**src/rtl/clock_monitor_if.sv**
```systemverilog
// clock_monitor_if
//   Bundles the slow-clock observation signals of clock_monitor.
//   master : the monitor side (samples slow_in, drives the status outputs)
//   slave  : the consumer side (drives slow_in, reads the status outputs)
// Signals
//   slow_in      monitored slow clock
//   rise         one-cycle strobe per rising edge of slow_in
//   fall         one-cycle strobe per falling edge of slow_in
//   period       last measured rise-to-rise distance in clk cycles (CNT_W bits)
//   period_valid one-cycle strobe when period updates
//   lock         high while slow_in is stable and in tolerance
//   err          sticky fault flag, cleared only by reset
interface clock_monitor_if #(
    parameter int unsigned CNT_W = 8
);
    logic             slow_in;
    logic             rise;
    logic             fall;
    logic [CNT_W-1:0] period;
    logic             period_valid;
    logic             lock;
    logic             err;

    modport master (
        input  slow_in,
        output rise, fall, period, period_valid, lock, err
    );

    modport slave (
        output slow_in,
        input  rise, fall, period, period_valid, lock, err
    );
endinterface

```
**src/rtl/clock_monitor.sv**
```systemverilog
// clock_monitor
//   Runs on the fast board clock and watches a slow clock (divided clock or any
//   slower strobe). Recovers one-cycle rise/fall enables, measures the rise-to-rise
//   period in fast cycles, declares lock after LOCK_CNT consecutive good periods
//   and raises a sticky err on a bad period or a stall while locked.
// Ports
//   clk    in  board clock, all logic on its rising edge
//   reset  in  synchronous, active-high
//   mon    clock_monitor_if.master: slow_in in; rise, fall, period,
//          period_valid, lock, err out
// Parameters
//   CNT_W, EXP_PERIOD, TOL, LOCK_CNT, TIMEOUT (TIMEOUT > EXP_PERIOD + TOL)
// Configuration
//   CLOCK_MONITOR_SYNC_EN : when defined, slow_in passes a 2-flop synchronizer
//   ahead of the sample register (asynchronous sources). Strobes arrive 2 cycles
//   later; measured periods are unchanged.
module clock_monitor #(
    parameter int unsigned CNT_W      = 8,
    parameter int unsigned EXP_PERIOD = 3,
    parameter int unsigned TOL        = 0,
    parameter int unsigned LOCK_CNT   = 4,
    parameter int unsigned TIMEOUT    = 16
) (
    input  logic            clk,
    input  logic            reset,
    clock_monitor_if.master mon
);

    localparam int unsigned GOOD_W = (LOCK_CNT < 2) ? 1 : $clog2(LOCK_CNT);

    localparam logic [CNT_W-1:0]     CNT_MAX     = '1;
    localparam logic [CNT_W-1:0]     CNT_TIMEOUT = CNT_W'(TIMEOUT);
    localparam logic [GOOD_W-1:0]    GOOD_LAST   = GOOD_W'(LOCK_CNT - 1);
    localparam logic signed [CNT_W:0] EXP_S      = (CNT_W + 1)'(EXP_PERIOD);
    localparam logic signed [CNT_W:0] TOL_S      = (CNT_W + 1)'(TOL);

    typedef enum logic [1:0] {
        IDLE,
        ACQ,
        LOCKED
    } state_t;

    // ------------------------------------------------------------------
    // Input conditioning
    // ------------------------------------------------------------------
    logic s_src;

`ifdef CLOCK_MONITOR_SYNC_EN
    logic sync_a;
    logic sync_b;

    always_ff @(posedge clk) begin
        if (reset) begin
            sync_a <= 1'b0;
            sync_b <= 1'b0;
        end else begin
            sync_a <= mon.slow_in;
            sync_b <= sync_a;
        end
    end

    always_comb s_src = sync_b;
`else
    always_comb s_src = mon.slow_in;
`endif

    // ------------------------------------------------------------------
    // Edge detection (all registered)
    // ------------------------------------------------------------------
    logic s_q;
    logic s_prev;
    logic rise_q;
    logic fall_q;

    always_ff @(posedge clk) begin
        if (reset) begin
            s_q    <= 1'b0;
            s_prev <= 1'b0;
            rise_q <= 1'b0;
            fall_q <= 1'b0;
        end else begin
            s_q    <= s_src;
            s_prev <= s_q;
            rise_q <= s_q & ~s_prev;
            fall_q <= ~s_q & s_prev;
        end
    end

    // ------------------------------------------------------------------
    // Period counter and measurement
    // ------------------------------------------------------------------
    logic [CNT_W-1:0] cnt;
    logic [CNT_W-1:0] period_q;
    logic             period_valid_q;
    logic             seen_rise;
    logic             meas;
    logic             timeout;
    logic             good;
    logic signed [CNT_W:0] diff;

    // cnt restarts at 1 on the rise strobe so that, at the next strobe, it holds
    // exactly the number of clk cycles between the two strobes.
    always_ff @(posedge clk) begin
        if (reset) begin
            cnt <= '0;
        end else if (rise_q) begin
            cnt <= CNT_W'(1);
        end else if (cnt != CNT_MAX) begin
            cnt <= cnt + 1'b1;
        end
    end

    // The first rise after reset only arms the measurement; it is never timed.
    always_ff @(posedge clk) begin
        if (reset) begin
            seen_rise      <= 1'b0;
            period_q       <= '0;
            period_valid_q <= 1'b0;
        end else begin
            period_valid_q <= 1'b0;
            if (rise_q) begin
                seen_rise <= 1'b1;
                if (seen_rise) begin
                    period_q       <= cnt;
                    period_valid_q <= 1'b1;
                end
            end
        end
    end

    always_comb begin
        meas    = rise_q & seen_rise;
        timeout = (cnt == CNT_TIMEOUT);
        diff    = $signed({1'b0, cnt}) - EXP_S;
        good    = (diff <= TOL_S) && (diff >= -TOL_S);
    end

    // ------------------------------------------------------------------
    // Lock FSM: state register / next-state / outputs
    // ------------------------------------------------------------------
    state_t            state;
    state_t            state_nxt;
    logic [GOOD_W-1:0] good_cnt;
    logic [GOOD_W-1:0] good_nxt;
    logic              err_q;
    logic              err_nxt;

    always_ff @(posedge clk) begin
        if (reset) begin
            state    <= ACQ;
            good_cnt <= '0;
            err_q    <= 1'b0;
        end else begin
            state    <= state_nxt;
            good_cnt <= good_nxt;
            err_q    <= err_nxt;
        end
    end

    // A rise strobe always takes priority over the timeout test, so a period
    // that lands exactly on TIMEOUT is judged as a (bad) period, not a stall.
    always_comb begin
        state_nxt = state;
        good_nxt  = good_cnt;
        err_nxt   = err_q;
        case (state)
            IDLE: begin
                if (rise_q) begin
                    state_nxt = ACQ;
                    good_nxt  = '0;
                end
            end
            ACQ: begin
                if (rise_q) begin
                    if (meas) begin
                        if (!good) begin
                            good_nxt = '0;
                        end else if (good_cnt == GOOD_LAST) begin
                            state_nxt = LOCKED;
                            good_nxt  = '0;
                        end else begin
                            good_nxt = good_cnt + 1'b1;
                        end
                    end
                end else if (timeout) begin
                    state_nxt = IDLE;
                    good_nxt  = '0;
                end
            end
            LOCKED: begin
                if (rise_q) begin
                    if (meas && !good) begin
                        state_nxt = ACQ;
                        good_nxt  = '0;
                        err_nxt   = 1'b1;
                    end
                end else if (timeout) begin
                    state_nxt = IDLE;
                    good_nxt  = '0;
                    err_nxt   = 1'b1;
                end
            end
            default: begin
                state_nxt = IDLE;
                good_nxt  = '0;
            end
        endcase
    end

    always_comb begin
        mon.rise         = rise_q;
        mon.fall         = fall_q;
        mon.period       = period_q;
        mon.period_valid = period_valid_q;
        mon.lock         = (state == LOCKED);
        mon.err          = err_q;
    end

endmodule
```
**src/flat_wrapper.sv**
```systemverilog
// flat-port wrapper written by rule: the top's interface ports become plain ports
module clock_monitor_flat 
#(
    parameter int unsigned CNT_W      = 8,
    parameter int unsigned EXP_PERIOD = 3,
    parameter int unsigned TOL        = 0,
    parameter int unsigned LOCK_CNT   = 4,
    parameter int unsigned TIMEOUT    = 16
)
  (clk, reset, mon_slow_in, mon_rise, mon_fall, mon_period, mon_period_valid, mon_lock, mon_err);
  clock_monitor_if #(.CNT_W(CNT_W)) mon_i ();
  input  logic clk;
  input  logic reset;
  input wire logic [$bits(mon_i.slow_in)-1:0] mon_slow_in;
  output wire logic [$bits(mon_i.rise)-1:0] mon_rise;
  output wire logic [$bits(mon_i.fall)-1:0] mon_fall;
  output wire logic [$bits(mon_i.period)-1:0] mon_period;
  output wire logic [$bits(mon_i.period_valid)-1:0] mon_period_valid;
  output wire logic [$bits(mon_i.lock)-1:0] mon_lock;
  output wire logic [$bits(mon_i.err)-1:0] mon_err;
  assign mon_i.slow_in = mon_slow_in;
  assign mon_rise = mon_i.rise;
  assign mon_fall = mon_i.fall;
  assign mon_period = mon_i.period;
  assign mon_period_valid = mon_i.period_valid;
  assign mon_lock = mon_i.lock;
  assign mon_err = mon_i.err;
  clock_monitor #(.CNT_W(CNT_W), .EXP_PERIOD(EXP_PERIOD), .TOL(TOL), .LOCK_CNT(LOCK_CNT), .TIMEOUT(TIMEOUT)) u_core (.clk(clk), .reset(reset), .mon(mon_i));
endmodule
```
**config.mk**
```make
export PLATFORM = sky130hd
export DESIGN_NAME = clock_monitor_flat
export DESIGN_NICKNAME = d
export VERILOG_FILES = /design/src/rtl/clock_monitor_if.sv /design/src/rtl/clock_monitor.sv /design/src/flat_wrapper.sv
export SDC_FILE = /design/constraint.sdc
export NUM_CORES = 1
export LEC_CHECK = 0
export ABC_AREA = 1
export BUFFER_PORTS_ARGS = -buffer_cell sky130_fd_sc_hd__buf_2
export CAP_MARGIN = 30
export CORE_MARGIN = 3
export CORE_UTILIZATION = 46
export DETAILED_ROUTE_END_ITERATION = 16
export GPL_ROUTABILITY_DRIVEN = 0
export PLACE_DENSITY = 0.77
export SETUP_SLACK_MARGIN = 0.15
export SLEW_MARGIN = 20
export SYNTH_ARGS = -nofsm -noshare
export SYNTH_HDL_FRONTEND = slang
export SYNTH_SLANG_ARGS = --single-unit
```
**constraint.sdc**
```tcl
create_clock -name clk -period 1.6 [get_ports clk]
set_input_delay 0.16 -clock clk [delete_from_list [all_inputs] [get_ports clk]]
set_output_delay 0.16 -clock clk [all_outputs]
set_load 0.01 [all_outputs]
```
=== After elaboration in Yosys (flattened, before gate mapping) ===
Cells that the tools add are included.

* Bits in registers: 27
* Input port bits: 3
* Output and inout bits: 13
* Logic and storage cells: 70

* Order comparisons: 2
* Add/subtract/negate cells: 3
* Bitwise logic cells: 6
* Equal/unequal tests: 11
* Reduce and logical (&&, ||, !) cells: 12
* Muxes and demuxes: 24

{| class="wikitable"
|+ Operators by type and width
! kind !! count
|-
| two-way mux 2 bit || 16
|-
| inequality test 3 bit, second input constant || 4
|-
| one-hot mux 2 bit (3 select lines) || 2
|-
| >= comparator 9 x 1 -> 1 bit, second input constant || 1
|-
| less-or-equal comparator 9 x 1 -> 1 bit, second input constant || 1
|-
| subtractor 8 x 2 -> 9 bit, second input constant || 1
|-
| adder 8 x 1 -> 8 bit, second input constant || 1
|-
| equality test 8 x 5 -> 1 bit, second input constant || 1
|-
| inequality test 8 bit, second input constant || 1
|-
| two-way mux 1 bit || 6
|-
| AND reduction 3 bit || 2
|-
| AND reduction 5 bit || 1
|-
| equality test 2 bit, second input constant || 2
|-
| nonzero test 2 bit || 2
|-
| OR reduction 2 bit || 2
|-
| bitwise AND 1 bit || 3
|-
| NOT 1 bit || 3
|-
| adder 2 x 1 -> 2 bit, second input constant || 1
|-
| equality test 2 x 1 -> 1 bit, second input constant || 1
|-
| logical AND 1 bit || 2
|-
| logical NOT 2 bit || 1
|-
| inequality test 2 x 1 -> 1 bit, second input constant || 1
|-
| inequality test 2 bit, second input constant || 1
|-
| AND reduction 2 bit || 1
|-
| logical NOT 1 bit || 1
|}

=== Depth between registers and ports, before layout ===
Gate-level depths: netlist (run 1).

* Depth in word-level cells: 8
* Mapped depth: 13
* Mapped depth without buffers: 13

=== Worst setup path after synthesis (run 1) ===
OpenSTA, ideal clock, no wires.

* Kind: register to register
* Start: register u_core.cnt[0]
* End: register u_core.good_cnt[1]
* Required time: 1.472 ns
* Arrival time: 1.378 ns
* Setup slack: 0.094 ns
* Cell stages (with the launch flop): 14
* Setup time: 0.128 ns
* Buffers on the path: 0
* Clock period less this slack: 1.506 ns
* Path through: dfxtp_1 -> ha_1 -> inv_1 -> nand2_1 -> nand2_1 -> nand3_2 -> nor2_4 -> nand2_2 -> nand2_4 -> nand2_4 -> nand2_2 -> nor2_1 -> nor2_1 -> nor2_1

* Cells in the longest elaborated chain, start to end: 7
* Elaborated cells between the ends (all ways): 15
* Classes of those cells: add/sub (1); order compare (2); eq/ne (2); mux (6); reduce/logical (4)

{| class="wikitable"
|+ RTL lines
! item !! line !! text
|-
| start, declared || clock_monitor.sv:92 || <nowiki>logic [CNT_W-1:0] cnt;</nowiki>
|-
| start signal, assigned || clock_monitor.sv:109 || <nowiki>cnt <= cnt + 1'b1;</nowiki>
|-
| subtractor 8 x 2 -> 9 bit || clock_monitor.sv:134 || <nowiki>diff = $signed({1'b0, cnt}) - EXP_S;</nowiki>
|-
| less-or-equal comparator 9 x 1 -> 1 bit or >= comparator 9 x 1 -> 1 bit (tied branches) || clock_monitor.sv:135 || <nowiki>good = (diff <= TOL_S) && (diff >= -TOL_S);</nowiki>
|-
| logical AND 1 bit || clock_monitor.sv:135 ||
|-
| two-way mux 2 bit or logical NOT 1 bit (tied branches) || n/a ||
|-
| two-way mux 2 bit or logical AND 1 bit (tied branches) || clock_monitor.sv:175, clock_monitor.sv:192 ||
|-
| two-way mux 2 bit or inequality test 3 bit (tied branches) || n/a ||
|-
| one-hot mux 2 bit (3 select lines) or AND reduction 3 bit (tied branches) || n/a ||
|-
| end signal, assigned || clock_monitor.sv:155 || <nowiki>good_cnt <= good_nxt;</nowiki>
|-
| end, declared || clock_monitor.sv:143 || <nowiki>logic [GOOD_W-1:0] good_cnt;</nowiki>
|}

Several ways; a longest one is shown, not always the timed one. The select of a mux whose other input is x is not followed.
A chain may end at the register's enable or synchronous reset.

=== Worst setup path in the final report (run 1) ===
* Start: register u_core.cnt[1]
* End: register u_core.good_cnt[1]

Same word-level chain as after synthesis.

==> reports/results.ini, run 1 <==
[place]
dpl_cell_area_um2 = 1480
dp_hpwl_mm = 2.05
place_ws_ns = 0.0291
port_buffers = 15
place_inst = 227

[floorplan]
initial_utilization = 0.487
dieArea_um2 = 3660
die_x_um = 60.5
rows = 19
boundaryPins = 16
coreArea_um2 = 2810
die_h_um = 60.5

[worst_setup_path]
cp.required_ns = 1.84
crit_type = reg -> reg
max_stage_delay_ns = 0.40
crit_arrival_ns = 1.79
reg2reg_slack_ns = 0.05
crit_chain = ha_4 -> inv_4 -> nand2_2 -> nand2_1 -> nand3_2 -> nor2_4 -> nand2_2 -> nand2_4 -> nand2_4 -> nand2_4 -> nor2_1 -> nor2_1 -> nor2_1
startpoint = u_core.cnt[1]
r2r-end = u_core.good_cnt[1]
critPathSlowestCell = dfxtp_4
rr_startpoint = u_core.cnt[1]
r2r_cells = 13
start_kind = flop
cp_max_fo = 5
cp-end-kind = flop

[synth]
ys.flop_type = dfxtp_1
synth_cell_types = 26
synth_enable_flop_cells = 0
yosys.area.top_type = dfxtp_1
syn_avg_cell_area_um2 = 7.51
ys_warn_count = 0
postSynthCellCount = 182
syn_area_um2 = 1370
netlist_top_cells_area = dfxtp_1 (40%), nand2_1 (8.2%), a21oi_1 (7.3%)
async_reset_ff_frac = 0
syn-num-nets = 193
synth.top_cell.area_share = 0.396
synth-seq-cells = 27
synth_seq_area_share = 0.396

[timing]
skew_ns = 0.00917
slew_viol_final = 0
rsz0062_at_grt = true
setup_viol = 0
max_freq_mhz = 645
fin_tns_setup_ns = 0
finalCritPeriodShare = 0.969
hold_violations = 0
period_minus_slack_ns = 1.55
fin_ws_ns = 0.0497
worst_pin_slew_ns = 0.290
max_slew_margin = 0.805

[cells_and_area]
fillers = 251
regArea_um2 = 551
layoutNonFillerInstCount = 239
nets = 220
final_util = 0.584
layout_commonest_cell = nand2_1
mostFrequentLayoutCells = nand2_1 (26), dfxtp_1 (23), a21oi_1 (19)
syn_to_final_growth_pct = 20.0
diodes = 0
multi_input_area_um2 = 763
drive_above_1_share = 0.308
stdcell_area_um2 = 1640

[drt]
via_per_inst = 5.20
vias = 1242
wl_per_cell_um = 12.2
first_iter_violations = 52
antenna_left = 0
drc_errors = 0
first_pass_iters = 4
routed_wl_mm = 2.92

[grt]
grt_pass1_wl_mm = 4.61
grt_use_met2 = 0.284
grt_overflow = 0
grt_use_total = 0.165
grt_start_max_net_pins = 18
antenna_found_initial = 0
grt.busiest_layer = met2
grt_util_met1 = 0.205
grt_pass1_vias = 1041
grt_use_met3 = 0.0447

[cts]
cts-root-buf = clkbuf_4
clock_latency_ns = 0.34
cts_buffers = 3
htree_levels = 1
cts.clk_slew.worst_paths_ns = 0.16
cts.sinks = 27
clockBufferDepth = 2
cts_tree = yes

[hold_path]
holdPathStages = 2
holdPathEnd = u_core.cnt[0]
min_from = reset
hold_class = in -> reg

[pwr]
irDropWorstVdd_uv = 722
power_density_nw_per_um2 = 915
power.leakage_nw = 0.769

[run_status]
outcome = finished clean

[flow_run]
max_cap_viol_count = 0

==> power by group <==
group	internal, mW	switching (mW)
clock	0.102	0.221
sequential	0.713	0.0344
combinational	0.182	0.248
==> repair_timing <==
action                                  4_1_cts  5_1_grt
hold endpoints to repair                      1        0
endpoints found under the setup margin        9       10
resized for setup                            17        5
hold buffers                                  1        0
buffers inserted                              5        2
pin swaps                                     9       10
==> flip-flops by register name, indices dropped and copies added (netlist names), 2 cells and up <==
name               flops
u_core.mon.period      8
u_core.cnt             8
u_core.good_cnt        2
u_core.state           2
==> critical path, delay by kind of cell, from the launching register on <==
family,cells,cell delay [ns]
simple gates,11,0.80
flops,1,0.40
fa+ha+maj,1,0.17
buf+inv,1,0.07
==> final cells by class <==
class,count,share of cell area
multi-input cells,126,0.466
clock buffers,3,0.0137
well taps,31,0.0237
repair buffers,25,0.0931
clock inverters,1,0.00534
flip-flops and latches,27,0.336
inverters,26,0.0626
==> logic make-up after synthesis <==
group                    after synthesis  synth area share
AO/OA/AOI/OAI                         40             0.166
XOR/XNOR                               1           0.00641
adder cells (fa/ha/maj)                8            0.0733
buffers and inverters                 29            0.0815
flip-flops                            27             0.396
AND/OR/NAND/NOR                       77             0.277
==> worst max path at each step <==
stage,endpoint,cells past startpoint
2_1_floorplan,u_core.good_cnt[1],13
5_1_grt,u_core.good_cnt[1],12
3_3_place_gp,u_core.good_cnt[1],13
4_1_cts,u_core.good_cnt[1],12
6_report,u_core.good_cnt[1],13
3_5_place_dp,u_core.good_cnt[1],13
==> metal layers <==
| metal | wire [µm] | part of all wire |
|---|---|---|
| met1 | 1350 | 0.46 |
| met2 | 1430 | 0.49 |
| met3 | 98 | 0.034 |
| met4 | 42 | 0.014 |
| met5 | 0 | 0 |
==> metrics by stage <==
step | hold WS (ns) | power [mW]
detailed placement | 0.378 | 1.13
global placement | 0.380 | 1.13
CTS | 0.0947 | 1.49
global route | 0.111 | 1.59
finish | 0.113 | 1.50
floorplan | 0.267 | 1.06
==> Yosys cell counts, drive strengths merged, types with 2 or more instances <==
master  count
nor2       20
nand4       3
nand2      36
a31oi       2
a21boi      2
inv        26
ha          8
dfxtp      27
a21oi      20
nand3      12
o21ai      14
nor3        6
clkbuf      2
Power figures use the tool's default switching activity.
==> inputs of run 2 (changes only) <==
--- a/config.mk
+++ b/config.mk
@@ -6,7 +6,7 @@
 export NUM_CORES = 1
 export LEC_CHECK = 0
 export ABC_AREA = 1
-export BUFFER_PORTS_ARGS = -buffer_cell sky130_fd_sc_hd__buf_2
+export BUFFER_PORTS_ARGS = -buffer_cell sky130_fd_sc_hd__buf_4
 export CAP_MARGIN = 30
 export CORE_MARGIN = 3
 export CORE_UTILIZATION = 46
==> run 2 against run 1 <==
Against the previous run:
- hold slack got worse by 0.089 ns
- clock power about the same
- sequential power increased by 1%
- largest cell class unchanged
- sequential share of layout area is 0.53 points lower
==> reports/results.ini, run 2 (same netlist as run 1, synthesis figures left out) <==
[worst_setup_path]
rr_startpoint = u_core.cnt[1]
cp.required_ns = 1.86  ; +0.02 ns
cp_max_fo = 5  ; unchanged
cp-end-kind = flop
crit_arrival_ns = 1.85  ; +0.06 ns
start_kind = flop
crit_type = reg -> reg
r2r-end = u_core.good_cnt[1]
reg2reg_slack_ns = 0.01  ; -0.04 ns
r2r_cells = 12  ; -1

[timing]
skew_ns = 0.00867  ; -0.000500 ns
max_slew_margin = 0.803  ; -0.00263
worst_pin_slew_ns = 0.296  ; +0.00584 ns
rsz0062_at_grt = true
slew_viol_final = 0  ; unchanged
fin_tns_setup_ns = 0  ; unchanged
finalCritPeriodShare = 0.993  ; +0.0239
max_freq_mhz = 629  ; -2.4%
hold_violations = 0  ; unchanged
setup_viol = 0  ; unchanged
period_minus_slack_ns = 1.59  ; +0.0383 ns

[drt]
routed_wl_mm = 2.94  ; +0.75%
vias = 1221  ; -1.7%
drc_errors = 0  ; unchanged
antenna_left = 0  ; unchanged
wl_per_cell_um = 12.6  ; +3.3%
via_per_inst = 5.24  ; +0.84%
first_pass_iters = 4  ; unchanged
first_iter_violations = 68  ; +31%

[cts]
cts_buffers = 3  ; unchanged
cts.sinks = 27  ; unchanged
clock_latency_ns = 0.34  ; about the same
cts_tree = yes
htree_levels = 1  ; unchanged
holdBufCountCts = 0  ; -1
clockBufferDepth = 2  ; unchanged
cts.clk_slew.worst_paths_ns = 0.16  ; about the same
cts-root-buf = clkbuf_4

[pwr]
power.leakage_nw = 0.759  ; -1.3%
power_density_nw_per_um2 = 908  ; -0.68%
irDropWorstVdd_uv = 822  ; +14%

[floorplan]
die_h_um = 60.5  ; unchanged
coreArea_um2 = 2810  ; unchanged
boundaryPins = 16  ; unchanged
initial_utilization = 0.487  ; unchanged
rows = 19  ; unchanged
dieArea_um2 = 3660  ; unchanged
die_x_um = 60.5  ; unchanged

[hold_path]
hold_class = in -> reg
holdPathEnd = u_core.s_q
holdPathStages = 3  ; +1
min_from = mon_slow_in

[grt]
antenna_found_initial = 0  ; unchanged
grt_pass1_wl_mm = 4.80  ; +4.0%
grt_start_max_net_pins = 18  ; unchanged
grt_use_total = 0.173  ; +0.00739
grt_overflow = 0  ; unchanged
grt_pass1_vias = 1101  ; +5.8%

[place]
port_buffers = 15  ; unchanged
dp_hpwl_mm = 2.11  ; +2.9%
dpl_cell_area_um2 = 1520  ; +2.5%

[cells_and_area]
diodes = 0  ; unchanged
syn_to_final_growth_pct = 22.2
stdcell_area_um2 = 1670  ; +1.8%
mostFrequentLayoutCells = nand2_1 (22), dfxtp_1 (22), a21oi_1 (20)
nets = 214  ; -2.7%
drive_above_1_share = 0.312  ; +0.00419

[flow_run]
max_cap_viol_count = 0  ; unchanged

[run_status]
outcome = finished clean

[run 2: cell types whose count changed in the layout (fill, tap and decap cells not counted), moves of 3 or more]
cell / before / now
nand2_1: 26 / 22
buf_2: 15 / 0
nand2_4: 3 / 6
buf_4: 9 / 18
[run 2: how the worst max path moves through the flow]
stage                             start            endpoint  cells after the start
after floorplan           u_core.cnt[0]  u_core.good_cnt[1]                     13
after global placement    u_core.cnt[0]  u_core.good_cnt[1]                     13
after detailed placement  u_core.cnt[0]  u_core.good_cnt[1]                     13
after CTS                 u_core.cnt[1]  u_core.good_cnt[1]                     13
after global routing      u_core.cnt[0]  u_core.good_cnt[1]                     13
final                     u_core.cnt[1]  u_core.good_cnt[1]                     12
[run 2: where the power goes]
part	switching [mW]	leakage, nW	internal (mW)
registers	0.0434	0.221	0.713
clock network	0.218	0.0183	0.102
logic	0.254	0.520	0.186
[run 2: per-layer routing]
layer	wire length, µm	vias up	global-route usage
met3	123	6	0.0383
met1	1310	553	0.222
met4	39	0	0.0372
li1	-	637	-
met5	0	-	0
met2	1470	25	0.298
[run 2: metrics by stage]
step / cells / hold slack (ns) / setup slack (ns) / utilization / power [mW]
2_1_floorplan: 182 / 0.267 / 0.153 / - / 1.06
3_3_place_gp: 227 / 0.381 / 0.0852 / 0.542 / 1.13
3_5_place_dp: 227 / 0.379 / 0.0513 / 0.542 / 1.14
4_1_cts: 233 / 0.0110 / 0.0947 / 0.572 / 1.47
5_1_grt: 233 / 0.0367 / -0.145 / 0.595 / 1.60
6_report: 233 / 0.0243 / 0.0114 / 0.595 / 1.52
[run 2: worst max-delay path: stages, from the launching register on]
cell	delay, ns
dfxtp_4	0.41
ha_4	0.17
inv_4	0.07
buf_6	0.10
nand3_1	0.13
nand2_4	0.13
nand2_4	0.06
nand2_4	0.08
nand2_4	0.08
nand2_2	0.07
nor2_1	0.04
nor2_1	0.11
nor2_1	0.06
[run 2: final cells by class]
type | count | area [µm²]
well taps | 31 | 38.8
fillers | 257 | 1140
repair buffers | 19 | 146
clock inverters | 1 | 8.76
multi-input cells | 126 | 801
inverters | 26 | 100
flip-flops and latches | 27 | 552
clock buffers | 3 | 22.5
[run 2: repair_timing]
action,in CTS,in global routing
buffers inserted,2,0
pin swaps,8,12
setup endpoints to repair,10,12
gates resized for setup,12,18
==> inputs of run 3 (changes only) <==
--- a/config.mk
+++ b/config.mk
@@ -12,7 +12,8 @@
 export CORE_UTILIZATION = 46
 export DETAILED_ROUTE_END_ITERATION = 16
 export GPL_ROUTABILITY_DRIVEN = 0
-export PLACE_DENSITY = 0.77
+export PLACE_DENSITY = 0.7
+export RECOVER_POWER = 50
 export SETUP_SLACK_MARGIN = 0.15
 export SLEW_MARGIN = 20
 export SYNTH_ARGS = -nofsm -noshare
==> constraint.sdc (replaced) <==
create_clock -name clk -period 1.6 [get_ports clk]
set_input_delay 0.32 -clock clk [delete_from_list [all_inputs] [get_ports clk]]
set_output_delay 0.32 -clock clk [all_outputs]
set_load 0.01 [all_outputs]
==> run 3 against run 2 <==
Against the previous run:
- critical path depth shrank 1
- flip-flop and latch count is the same
- first-iteration DRC count grew 1.5%
- largest power group unchanged
- critical endpoint is now u_core.state[1]
- cell count shrank 0.43%
- highest routed layer unchanged
- global-route usage grew 0.31 points
- non-clock buffer count shrank 1
- combinational power shrank 5.0%
- die area is the same
- register-to-register slack gained 0.04 ns
- wire length shrank 0.65%
- critical path type unchanged
- sequential share of layout area grew 1.3 points
==> reports/results.ini, run 3 (same netlist as run 1, synthesis figures left out) <==
[worst_setup_path]
crit_type = reg -> reg
cp-end-kind = flop
crit_arrival_ns = 1.79  ; -0.06 ns
max_stage_delay_ns = 0.41  ; about the same
start_kind = flop
critPathSlowestCell = dfxtp_4
cp_max_fo = 6  ; +1
cp.required_ns = 1.84  ; -0.02 ns
crit_chain = ha_4 -> inv_4 -> nand2_4 -> nand2_4 -> nand3_4 -> nor2_4 -> nand3_1 -> nand2_2 -> nand3_4 -> nor2_1 -> nor2_1

[cts]
cts_buffers = 3  ; unchanged
htree_levels = 1  ; unchanged
clockBufferDepth = 2  ; unchanged
cts_tree = yes
holdBufCountCts = 0  ; unchanged
cts.sinks = 27  ; unchanged
cts.clk_slew.worst_paths_ns = 0.16  ; about the same
cts-root-buf = clkbuf_4
clock_latency_ns = 0.34  ; about the same

[cells_and_area]
mostFrequentLayoutCells = nand2_1 (24), dfxtp_1 (22), a21oi_1 (20)
diodes = 0  ; unchanged
syn_to_final_growth_pct = 17.7
drive_above_1_share = 0.239  ; -0.0731
nets = 213  ; -0.47%
fillers = 272  ; +5.8%
stdcell_area_um2 = 1610  ; -3.7%
layout_commonest_cell = nand2_1

[place]
dpl_cell_area_um2 = 1510  ; -0.49%
port_buffers = 15  ; unchanged
dp_hpwl_mm = 2.12  ; +0.51%
place_ws_ns = 0.0118  ; -0.0395 ns

[timing]
max_slew_margin = 0.797  ; -0.00588
period_minus_slack_ns = 1.55  ; -0.0410 ns
skew_ns = 0.0150  ; +0.00636 ns
setup_viol = 0  ; unchanged
max_freq_mhz = 646  ; +2.6%
holdWs_ns = 0.165  ; +0.141 ns
finalCritPeriodShare = 0.967  ; -0.0256
worst_pin_slew_ns = 0.304  ; +0.00873 ns
fin_ws_ns = 0.0524  ; +0.0410 ns
hold_violations = 0  ; unchanged
slew_viol_final = 0  ; unchanged
rsz0062_at_grt = true

[floorplan]
dieArea_um2 = 3660  ; unchanged
die_h_um = 60.5  ; unchanged
coreArea_um2 = 2810  ; unchanged
boundaryPins = 16  ; unchanged
initial_utilization = 0.487  ; unchanged
die_x_um = 60.5  ; unchanged
rows = 19  ; unchanged

[pwr]
power.leakage_nw = 0.688  ; -9.4%
power_density_nw_per_um2 = 922  ; +1.5%
total_power_mw = 1.48  ; -2.3%
irDropWorstVdd_uv = 575  ; -30%

[drt]
drc_errors = 0  ; unchanged
vias = 1211  ; -0.82%
first_pass_iters = 4  ; unchanged
antenna_left = 0  ; unchanged
routed_wl_mm = 2.92  ; -0.65%
first_iter_violations = 69  ; +1.5%
wl_per_cell_um = 12.6  ; -0.22%
via_per_inst = 5.22  ; -0.39%

[grt]
antenna_found_initial = 0  ; unchanged
grt_pass1_wl_mm = 4.92  ; +2.6%
grt_start_max_net_pins = 18  ; unchanged
grt_pass1_vias = 1158  ; +5.2%
grt_use_total = 0.176  ; +0.00313
grt_overflow = 0  ; unchanged

[flow_run]
max_cap_viol_count = 0  ; unchanged

[run_status]
outcome = finished clean

[hold_path]
hold_class = in -> reg

[run 3: changes by cell type in the layout (fill, tap and decap cells not counted), sizes merged]
cell	delta
buf	-12
clkbuf	+11
[run 3: layer usage]
| layer | up-vias | share of wire | GRT usage |
|---|---|---|---|
| li1 | 632 | - | - |
| met1 | 548 | 0.40 | 0.206 |
| met2 | 25 | 0.53 | 0.309 |
| met3 | 6 | 0.047 | 0.0426 |
| met4 | 0 | 0.015 | 0.0681 |
| met5 | - | 0 | 0 |
[run 3: worst max-delay path: cells and delay by family (launching register included)]
kind | cells | cell delay, ns
simple gates | 9 | 0.80
flops | 1 | 0.41
fa+ha+maj | 1 | 0.18
buf+inv | 1 | 0.07
[run 3: power breakdown]
group	switching, mW	leakage (nW)	internal (mW)	total (mW)
Combinational	0.249	0.449	0.169	0.418
Sequential	0.0404	0.221	0.710	0.751
Clock	0.211	0.0183	0.102	0.313
[run 3: repair_timing]
item	CTS	global route
setup endpoints to repair	8	11
buffers inserted	2	0
pin swaps	9	3
resized for setup	18	8
[run 3: through the flow]
stage / TNS (ns) / instances / utilization
global route: -0.266 / 232 / 0.573
detailed placement: 0 / 226 / 0.540
global placement: 0 / 226 / 0.540
floorplan: 0 / 182 / -
finish: 0 / 232 / 0.573
CTS: 0 / 232 / 0.578
[run 3: final timing paths]
check	end	depth (start not counted)	start	slack [ns]
worst max register to register	u_core.state[1]	11	u_core.cnt[0]	0.05
worst max-delay path	u_core.state[1]	11	u_core.cnt[0]	0.05
worst min-delay path	u_core.s_q	3	mon_slow_in	0.16
worst min register to register	u_core.mon.rise	1	u_core.s_prev	0.43
[run 3: final cells by class]
class / instances / area, µm² / share of cell area
clock buffer: 3 / 22.5 / 0.0140
clock inverter: 1 / 8.76 / 0.00545
inverter: 26 / 100 / 0.0623
multi-input combinational: 126 / 792 / 0.493
sequential: 27 / 552 / 0.343
tap: 31 / 38.8 / 0.0241
timing repair buffer: 18 / 93.8 / 0.0584
